### src/rtl/fft_peak_search.sv
// Magnitude estimate (alpha-max-beta-min) on a streaming FFT output. Per-frame
// search for the strongest in-window bin, reported with both neighbour magnitudes.
module fft_peak_search #(
   parameter int NPTS_LOG2 = 10,
   parameter int DW        = 27,
   parameter int BIN_LO    = 2,
   parameter int BIN_HI    = 511
) (
   input  logic                 CLK,
   input  logic                 RST,
   input  logic                 FFTDOE,
   input  logic [DW-1:0]        FFTDATI,
   input  logic [DW-1:0]        FFTDATQ,
   output logic                 MAGDOE,
   output logic [DW:0]          MAGDAT,
   output logic                 PEAKVLD,
   output logic [NPTS_LOG2-1:0] PEAKBIN,
   output logic [DW:0]          PEAKMAG,
   output logic [DW:0]          PEAKMAGL,
   output logic [DW:0]          PEAKMAGR
);

   typedef enum logic {SEARCH, REPORT} state_t;

   localparam logic [NPTS_LOG2-1:0] LAST_BIN = '1;
   localparam logic [NPTS_LOG2-1:0] LO_BIN   = NPTS_LOG2'(BIN_LO);
   localparam logic [NPTS_LOG2-1:0] HI_BIN   = NPTS_LOG2'(BIN_HI);

   // Sign-extend before negating so the most negative input maps to +2^(DW-1).
   function automatic logic [DW:0] abs_ext(input logic [DW-1:0] x);
      logic [DW:0] s;
      s = {x[DW-1], x};
      return x[DW-1] ? (~s + (DW+1)'(1)) : s;
   endfunction

   logic                 in_v_q, in_v_d, v1_q, v1_d, v2_q, v2_d, magdoe_q, magdoe_d;
   logic [DW-1:0]        in_i_q, in_i_d, in_q_q, in_q_d;
   logic [DW:0]          abs_i_q, abs_i_d, abs_q_q, abs_q_d;
   logic [DW:0]          mx_q, mx_d, mn_q, mn_d, magdat_q, magdat_d;
   logic [NPTS_LOG2-1:0] bin_q, bin_d;

   state_t               state_q, state_d;
   logic                 found_q, found_d, rpend_q, rpend_d;
   logic [NPTS_LOG2-1:0] wk_bin_q, wk_bin_d, pk_bin_q, pk_bin_d;
   logic [DW:0]          prev_mag_q, prev_mag_d;
   logic [DW:0]          wk_mag_q, wk_mag_d, wk_magl_q, wk_magl_d, wk_magr_q, wk_magr_d;
   logic [DW:0]          pk_mag_q, pk_mag_d, pk_magl_q, pk_magl_d, pk_magr_q, pk_magr_d;
   logic                 last_sample, in_win;

   // Input capture, then |I|/|Q|, then max/min, then the sum.
   always_comb begin
      in_v_d   = FFTDOE;
      in_i_d   = FFTDATI;
      in_q_d   = FFTDATQ;
      v1_d     = in_v_q;
      abs_i_d  = abs_ext(in_i_q);
      abs_q_d  = abs_ext(in_q_q);
      v2_d     = v1_q;
      mx_d     = (abs_i_q >= abs_q_q) ? abs_i_q : abs_q_q;
      mn_d     = (abs_i_q >= abs_q_q) ? abs_q_q : abs_i_q;
      magdoe_d = v2_q;
      magdat_d = mx_q + (mn_q >> 1);
      bin_d    = magdoe_q ? bin_q + NPTS_LOG2'(1) : bin_q;
   end

   assign last_sample = magdoe_q && (bin_q == LAST_BIN);
   assign in_win      = (bin_q >= LO_BIN) && (bin_q <= HI_BIN);

   always_comb begin
      state_d = last_sample ? REPORT : SEARCH;
   end

   always_comb begin
      PEAKVLD = (state_q == REPORT);
   end

   // Working peak update; on the last bin the completed result moves to the
   // output registers and the working set is cleared for the next frame.
   always_comb begin
      found_d    = found_q;
      rpend_d    = rpend_q;
      prev_mag_d = prev_mag_q;
      wk_bin_d   = wk_bin_q;
      wk_mag_d   = wk_mag_q;
      wk_magl_d  = wk_magl_q;
      wk_magr_d  = wk_magr_q;
      pk_bin_d   = pk_bin_q;
      pk_mag_d   = pk_mag_q;
      pk_magl_d  = pk_magl_q;
      pk_magr_d  = pk_magr_q;
      if (magdoe_q) begin
         prev_mag_d = magdat_q;
         if (rpend_q) begin
            wk_magr_d = magdat_q;
            rpend_d   = 1'b0;
         end
         if (in_win && (!found_q || (magdat_q > wk_mag_q))) begin
            found_d   = 1'b1;
            wk_bin_d  = bin_q;
            wk_mag_d  = magdat_q;
            wk_magl_d = (bin_q == '0) ? '0 : prev_mag_q;
            wk_magr_d = '0;
            rpend_d   = !last_sample;
         end
         if (last_sample) begin
            pk_bin_d  = wk_bin_d;
            pk_mag_d  = wk_mag_d;
            pk_magl_d = wk_magl_d;
            pk_magr_d = wk_magr_d;
            found_d   = 1'b0;
            rpend_d   = 1'b0;
            wk_bin_d  = '0;
            wk_mag_d  = '0;
            wk_magl_d = '0;
            wk_magr_d = '0;
         end
      end
   end

   always_ff @(posedge CLK) begin
      if (RST) begin
         in_v_q     <= 1'b0;
         in_i_q     <= '0;
         in_q_q     <= '0;
         v1_q       <= 1'b0;
         abs_i_q    <= '0;
         abs_q_q    <= '0;
         v2_q       <= 1'b0;
         mx_q       <= '0;
         mn_q       <= '0;
         magdoe_q   <= 1'b0;
         magdat_q   <= '0;
         bin_q      <= '0;
         state_q    <= SEARCH;
         found_q    <= 1'b0;
         rpend_q    <= 1'b0;
         prev_mag_q <= '0;
         wk_bin_q   <= '0;
         wk_mag_q   <= '0;
         wk_magl_q  <= '0;
         wk_magr_q  <= '0;
         pk_bin_q   <= '0;
         pk_mag_q   <= '0;
         pk_magl_q  <= '0;
         pk_magr_q  <= '0;
      end else begin
         in_v_q     <= in_v_d;
         in_i_q     <= in_i_d;
         in_q_q     <= in_q_d;
         v1_q       <= v1_d;
         abs_i_q    <= abs_i_d;
         abs_q_q    <= abs_q_d;
         v2_q       <= v2_d;
         mx_q       <= mx_d;
         mn_q       <= mn_d;
         magdoe_q   <= magdoe_d;
         magdat_q   <= magdat_d;
         bin_q      <= bin_d;
         state_q    <= state_d;
         found_q    <= found_d;
         rpend_q    <= rpend_d;
         prev_mag_q <= prev_mag_d;
         wk_bin_q   <= wk_bin_d;
         wk_mag_q   <= wk_mag_d;
         wk_magl_q  <= wk_magl_d;
         wk_magr_q  <= wk_magr_d;
         pk_bin_q   <= pk_bin_d;
         pk_mag_q   <= pk_mag_d;
         pk_magl_q  <= pk_magl_d;
         pk_magr_q  <= pk_magr_d;
      end
   end

   assign MAGDOE   = magdoe_q;
   assign MAGDAT   = magdat_q;
   assign PEAKBIN  = pk_bin_q;
   assign PEAKMAG  = pk_mag_q;
   assign PEAKMAGL = pk_magl_q;
   assign PEAKMAGR = pk_magr_q;

endmodule

### config.mk
export PLATFORM = sky130hd
export DESIGN_NAME = fft_peak_search
export DESIGN_NICKNAME = d
export VERILOG_FILES = /design/src/rtl/fft_peak_search.sv
export SDC_FILE = /design/constraint.sdc
export NUM_CORES = 1
export LEC_CHECK = 0
export ABC_AREA = 0
export CELL_PAD_IN_SITES_DETAIL_PLACEMENT = 0
export CELL_PAD_IN_SITES_GLOBAL_PLACEMENT = 1
export CORE_AREA = 3 3 194 234
export CTS_BUF_LIST = sky130_fd_sc_hd__clkbuf_4
export CTS_CLUSTER_DIAMETER = 200
export CTS_CLUSTER_SIZE = 10
export DETAILED_ROUTE_END_ITERATION = 8
export DIE_AREA = 0 0 197 237
export PLACE_DENSITY = 0.78
export SETUP_SLACK_MARGIN = 0.05
export SLEW_MARGIN = 10
export SYNTH_ARGS = -nofsm -noshare
export SYNTH_HDL_FRONTEND = slang
export SYNTH_SLANG_ARGS = --single-unit
### constraint.sdc
create_clock -name CLK -period 7.9 [get_ports CLK]
set_input_delay 0.79 -clock CLK [delete_from_list [all_inputs] [get_ports CLK]]
set_output_delay 0.79 -clock CLK [all_outputs]
set_load 0.1 [all_outputs]
Word level (Yosys, flattened, before mapping):

Cells that the tools add are included.

* bits in registers: 427
* latch bits: 0
* RAM bits: 0
* ROM bits: 0
* bits of input ports: 57
* output and inout port bits: 124
* logic and storage cells: 70
* memories: 0

* $add $sub $neg: 4
* $mul: 0
* divide/modulo/power cells: 0
* $lt $le $gt $ge: 4
* equal/unequal tests: 1
* shift-type cells: 0
* mux-type cells: 19
* bitwise gates (word level): 4
* reduce and logical (&&, ||, !) cells: 12

Operators by type and width (count)
* $mux 28: 10
* $add 28x1->28 const B: 2
* $not 28->28: 2
* $mux 26: 2
* $add 28x27->28: 1
* $ge 28x28->1: 1
* $gt 28x28->1: 1
* $mux 10: 2
* $add 10x1->10 const B: 1
* $eq 10x10->1 const B: 1
* $ge 10x2->1 const B: 1
* $le 10x9->1 const B: 1
* $logic_not 10->1: 1
* $mux 1: 5
* $reduce_and 2->1: 2
* $reduce_or 2->1: 2
* $logic_and 1x1->1: 3
* $logic_not 1->1: 2
* $not 1->1: 2
* $reduce_bool 2->1: 1
* $logic_or 1x1->1: 1

Longest topological paths before layout:

* depth after elaboration: 5
* depth in mapped cells: 12
* gate-level depth less buffers: 11

Worst setup path before layout:

Ideal clock, no wire load.

* kind: reg2reg
* start point: register magdat_q[27], in the netlist MAGDAT[27]
* end point: register wk_magl_q[10]
* setup time: 0.057 ns
* arrival time: 3.294 ns
* data required time: 7.843 ns
* slack: 4.549 ns
* stages on the path, launching flop included: 9
* path buffers: 1
* period minus slack after synthesis: 3.351 ns
* path through: dfxtp_1 > ha_1 > nand4_1 > or4_4 > or2_1 > o22a_2 > a2111oi_4 > buf_6 > a22o_2

* longest elaborated chain between the ends: 5

RTL lines
* from (decl): RTL line 39 `logic [DW:0] mx_q, mx_d, mn_q, mn_d, magdat_q, magdat_d;`
* from (signal assigned): RTL line 157 `magdat_q <= magdat_d;`
* $gt 28x28->1: RTL line 97 `if (in_win && (!found_q || (magdat_q > wk_mag_q))) begin`
* $logic_or 1x1->1: RTL line 97
* $logic_and 1x1->1: RTL line 97
* $mux 28: RTL line 97
* $mux 28: RTL line 105 `if (last_sample) begin`
* to (signal assigned): RTL line 165 `wk_magl_q <= wk_magl_d;`
* to (decl): RTL line 46 `logic [DW:0] wk_mag_q, wk_mag_d, wk_magl_q, wk_magl_d, wk_magr_q, wk_magr_d;`

Every way passes these cells.
A chain may end at the register's enable or synchronous reset.

Final worst setup path:

* start point: register magdat_q[1], in the netlist MAGDAT[1]
* end point: register wk_bin_q[2]

* longest elaborated chain between the ends: 5

RTL lines
* $gt 28x28->1: RTL line 97
* $logic_or 1x1->1: RTL line 97
* $logic_and 1x1->1: RTL line 97
* $mux 10: RTL line 97
* $mux 10: RTL line 105
* to (signal assigned): RTL line 163 `wk_bin_q <= wk_bin_d;`
* to (decl): RTL line 44 `logic [NPTS_LOG2-1:0] wk_bin_q, wk_bin_d, pk_bin_q, pk_bin_d;`

Every way passes these cells.

==> flow_metrics.tcl <==
set metrics [dict create \
    status "finished, final reports clean" \
    final_cell_mix "424 x dfxtp_1, 312 x nor2_1, 179 x clkdlybuf4s50_1" \
    max-clock-path-buffers 3 \
    critPathKind "flop to flop" \
    nNetsFinal 2078 \
    cts_sinks 426 \
    grt_usage_pct 15.7 \
    drt_first_pass_iters 6 \
    drt-vias-per-instance 4.92 \
    final_layout_size_suffix_gt1_share_pct 6.05 \
    fin_crit_sh_pct 51.5 \
    clk_pin_slew_ns 0.12 \
    grt-ovfl-total 0 \
    hold_viol_final 0 \
    tightestPinTransition_ns 1.20 \
    fin_util_pct 45.6 \
    cts_setup_buffers 0 \
    wl_per_cell_um 15.0 \
    core-area_mm2 0.0435 \
    postCtsResizedCells 0 \
    irDropWorstVdd_mv 0.0813 \
    fin_crit_ns 4.07 \
    synth_warnings 0 \
    port_buffers 180 \
    syn_avg_cell_area_um2 9.63 \
    drt_iter0_drc 421 \
    fp.dieW_um 197 \
    wl_mm 37.4 \
    grt_pass1_wl_mm 60.7 \
    yosysSeqAreaShare_pct 49.5 \
    drc_errors 0 \
    initial_core_util_pct 39.6 \
    netlist_instances 1788 \
    place_area_mm2 0.0194 \
    path_max_fanout 38 \
    num_rows 84 \
    startpoint_type "flop" \
    clock_latency_ns 0.74 \
    gp_congestion 0.793 \
    required_ns 8.54 \
    final_cell_area_mm2 0.0198 \
    synth_cell_types 69 \
    ys_ff_latch 426 \
    ys.flop_type "dfxtp_1" \
    syn2layout_area_growth_pct 15.3 \
    cts-htree-levels 2 \
    ys_async_sr_fraction_pct 0 \
    cts_buffers 48 \
    cts_root_buf "clkbuf_4" \
    synth_area_mm2 0.0172 \
    p_leak_uw 0.00804 \
    fin_worst_skew_ns 0.0551 \
    cp_data_arrival_time_ns 4.71 \
    worstHoldPathType "flop to flop" \
    cts_tree "done" \
    final_common_cell "dfxtp_1" \
    ant_nets 0 \
    grt_max_degree 110 \
    setup_violations 0 \
    rsz0062_at_grt "no" \
    first_global_vias 11800 \
    dp_cells 2441 \
    via_count 12300 \
    ios 181 \
    cts_hold_buf 0 \
    cp-end-kind "flop" \
    fin_cells 2493 \
    max_freq_mhz 246 \
    max_slew_margin_pct 20.3 \
    cap_viol_max_count 0 \
    die_h_um 237 \
    die-area_mm2 0.0467 \
    final.setup.tns_ns 0 \
    antenna_found_initial 1 \
    maxSlewViolCount 0 \
    hpwl_mm 26.3 \
    powerDensity_mw_per_mm2 196 \
    synth-edff-count 0 \
]
## report_power, final
| group | leakage, µW | total, µW | switching (µW) | internal, µW |
|---|---|---|---|---|
| registers | 0.00347 | 2300 | 76.1 | 2220 |
| logic | 0.00431 | 584 | 351 | 234 |
| clock network | 0.000253 | 1010 | 661 | 347 |
| total | 0.00804 | 3890 | 1090 | 2800 |
## cells in the mapped netlist, drive strengths merged (4+ instances only)
library cell	instances	area share, %
or3	18	0.80
nor3b	4	0.17
inv	71	1.5
a21o	24	1.0
or2	5	0.18
o31ai	13	0.71
o21ai	106	3.1
nor2	315	6.9
nor3	16	0.49
nand2	48	1.0
xor2	52	2.6
clkbuf	68	1.5
buf	29	0.96
nand4	14	0.51
nand3	11	0.32
nor2b	70	2.5
and3	8	0.29
ha	88	6.4
a21oi	93	2.7
a2111oi	6	0.41
o21a	7	0.31
a211oi	9	0.39
a22o	93	4.9
o41ai	7	0.36
a21boi	4	0.17
or4	8	0.39
nor4	6	0.22
nand2b	8	0.29
dfxtp	426	50
xnor2	14	0.71
mux2i	114	6.6
## cell families (layout without fill, tap and decap cells)
kind of cell               count (synthesis)  in the layout  share of synthesized area [%]
muxes                                    116            116                           6.76
other                                      1              3                         0.0218
buffers and inverters                    168            312                           3.99
xor gates and xnor gates                  66             66                           3.36
AOI/OAI and AO/OA                        384            384                           15.3
and+or+nand+nor                          538            538                           14.5
adders and majority gates                 89             89                           6.51
DFF                                      426            426                           49.5
## registers in the layout, summed over array words and instances (netlist names), 27 cells and up
signal	cells
MAGDAT	28
wk_magr_q	28
PEAKMAGR	28
in_q_q	27
mx_q	28
prev_mag_q	28
wk_mag_q	28
PEAKMAGL	28
PEAKMAG	28
mn_q	27
abs_q_q	28
in_i_q	27
wk_magl_q	28
abs_i_q	28
## metal layers
metal	vias up	track usage (%)	wire, µm
li1	6425	-	-
met1	5559	20.2	17300
met2	227	27.2	17600
met3	67	2.33	1550
met4	0	4.58	906
met5	-	0	0
## per-stage QoR
stage	hold slack, ns	worst slack (ns)	power, µW
floorplan	0.412	4.55	2780
global placement	0.423	3.98	2930
detailed placement	0.425	3.89	2940
CTS	0.445	3.86	3950
global route	0.429	3.69	4090
finish	0.414	3.83	3890
## path summary, 6_finish.rpt
check / from / to / slack [ns] / cells past startpoint
worst max-delay path: MAGDAT[1] / wk_bin_q[2] / 3.83 / 10
worst min-delay path: magdoe_d / MAGDOE / 0.41 / 1
worst max register to register: MAGDAT[1] / wk_bin_q[2] / 3.83 / 10
worst min register to register: magdoe_d / MAGDOE / 0.41 / 1
## critical path, stage by stage (launching register included)
cell and delay [ns]:
dfxtp_1 0.47, ha_1 0.28, nor2b_1 0.14, o21a_1 0.16, o21ai_1 0.13, a21oi_1 0.08
a2111oi_0 0.83, o22ai_2 0.32, o22ai_4 0.78, buf_4 0.52, a22o_1 0.20
## layout make-up
cell class              instances  area [µm²]
inverters                      71         267
fillers                      4224       23700
multi-input cells            1195        8040
diodes                          1        2.50
well taps                     559         699
clock inverters                 3        63.8
repair buffers                190        1880
clock buffers                  48         360
flip-flops and latches        426        8530
No activity file was read; power rests on OpenSTA's default activity.
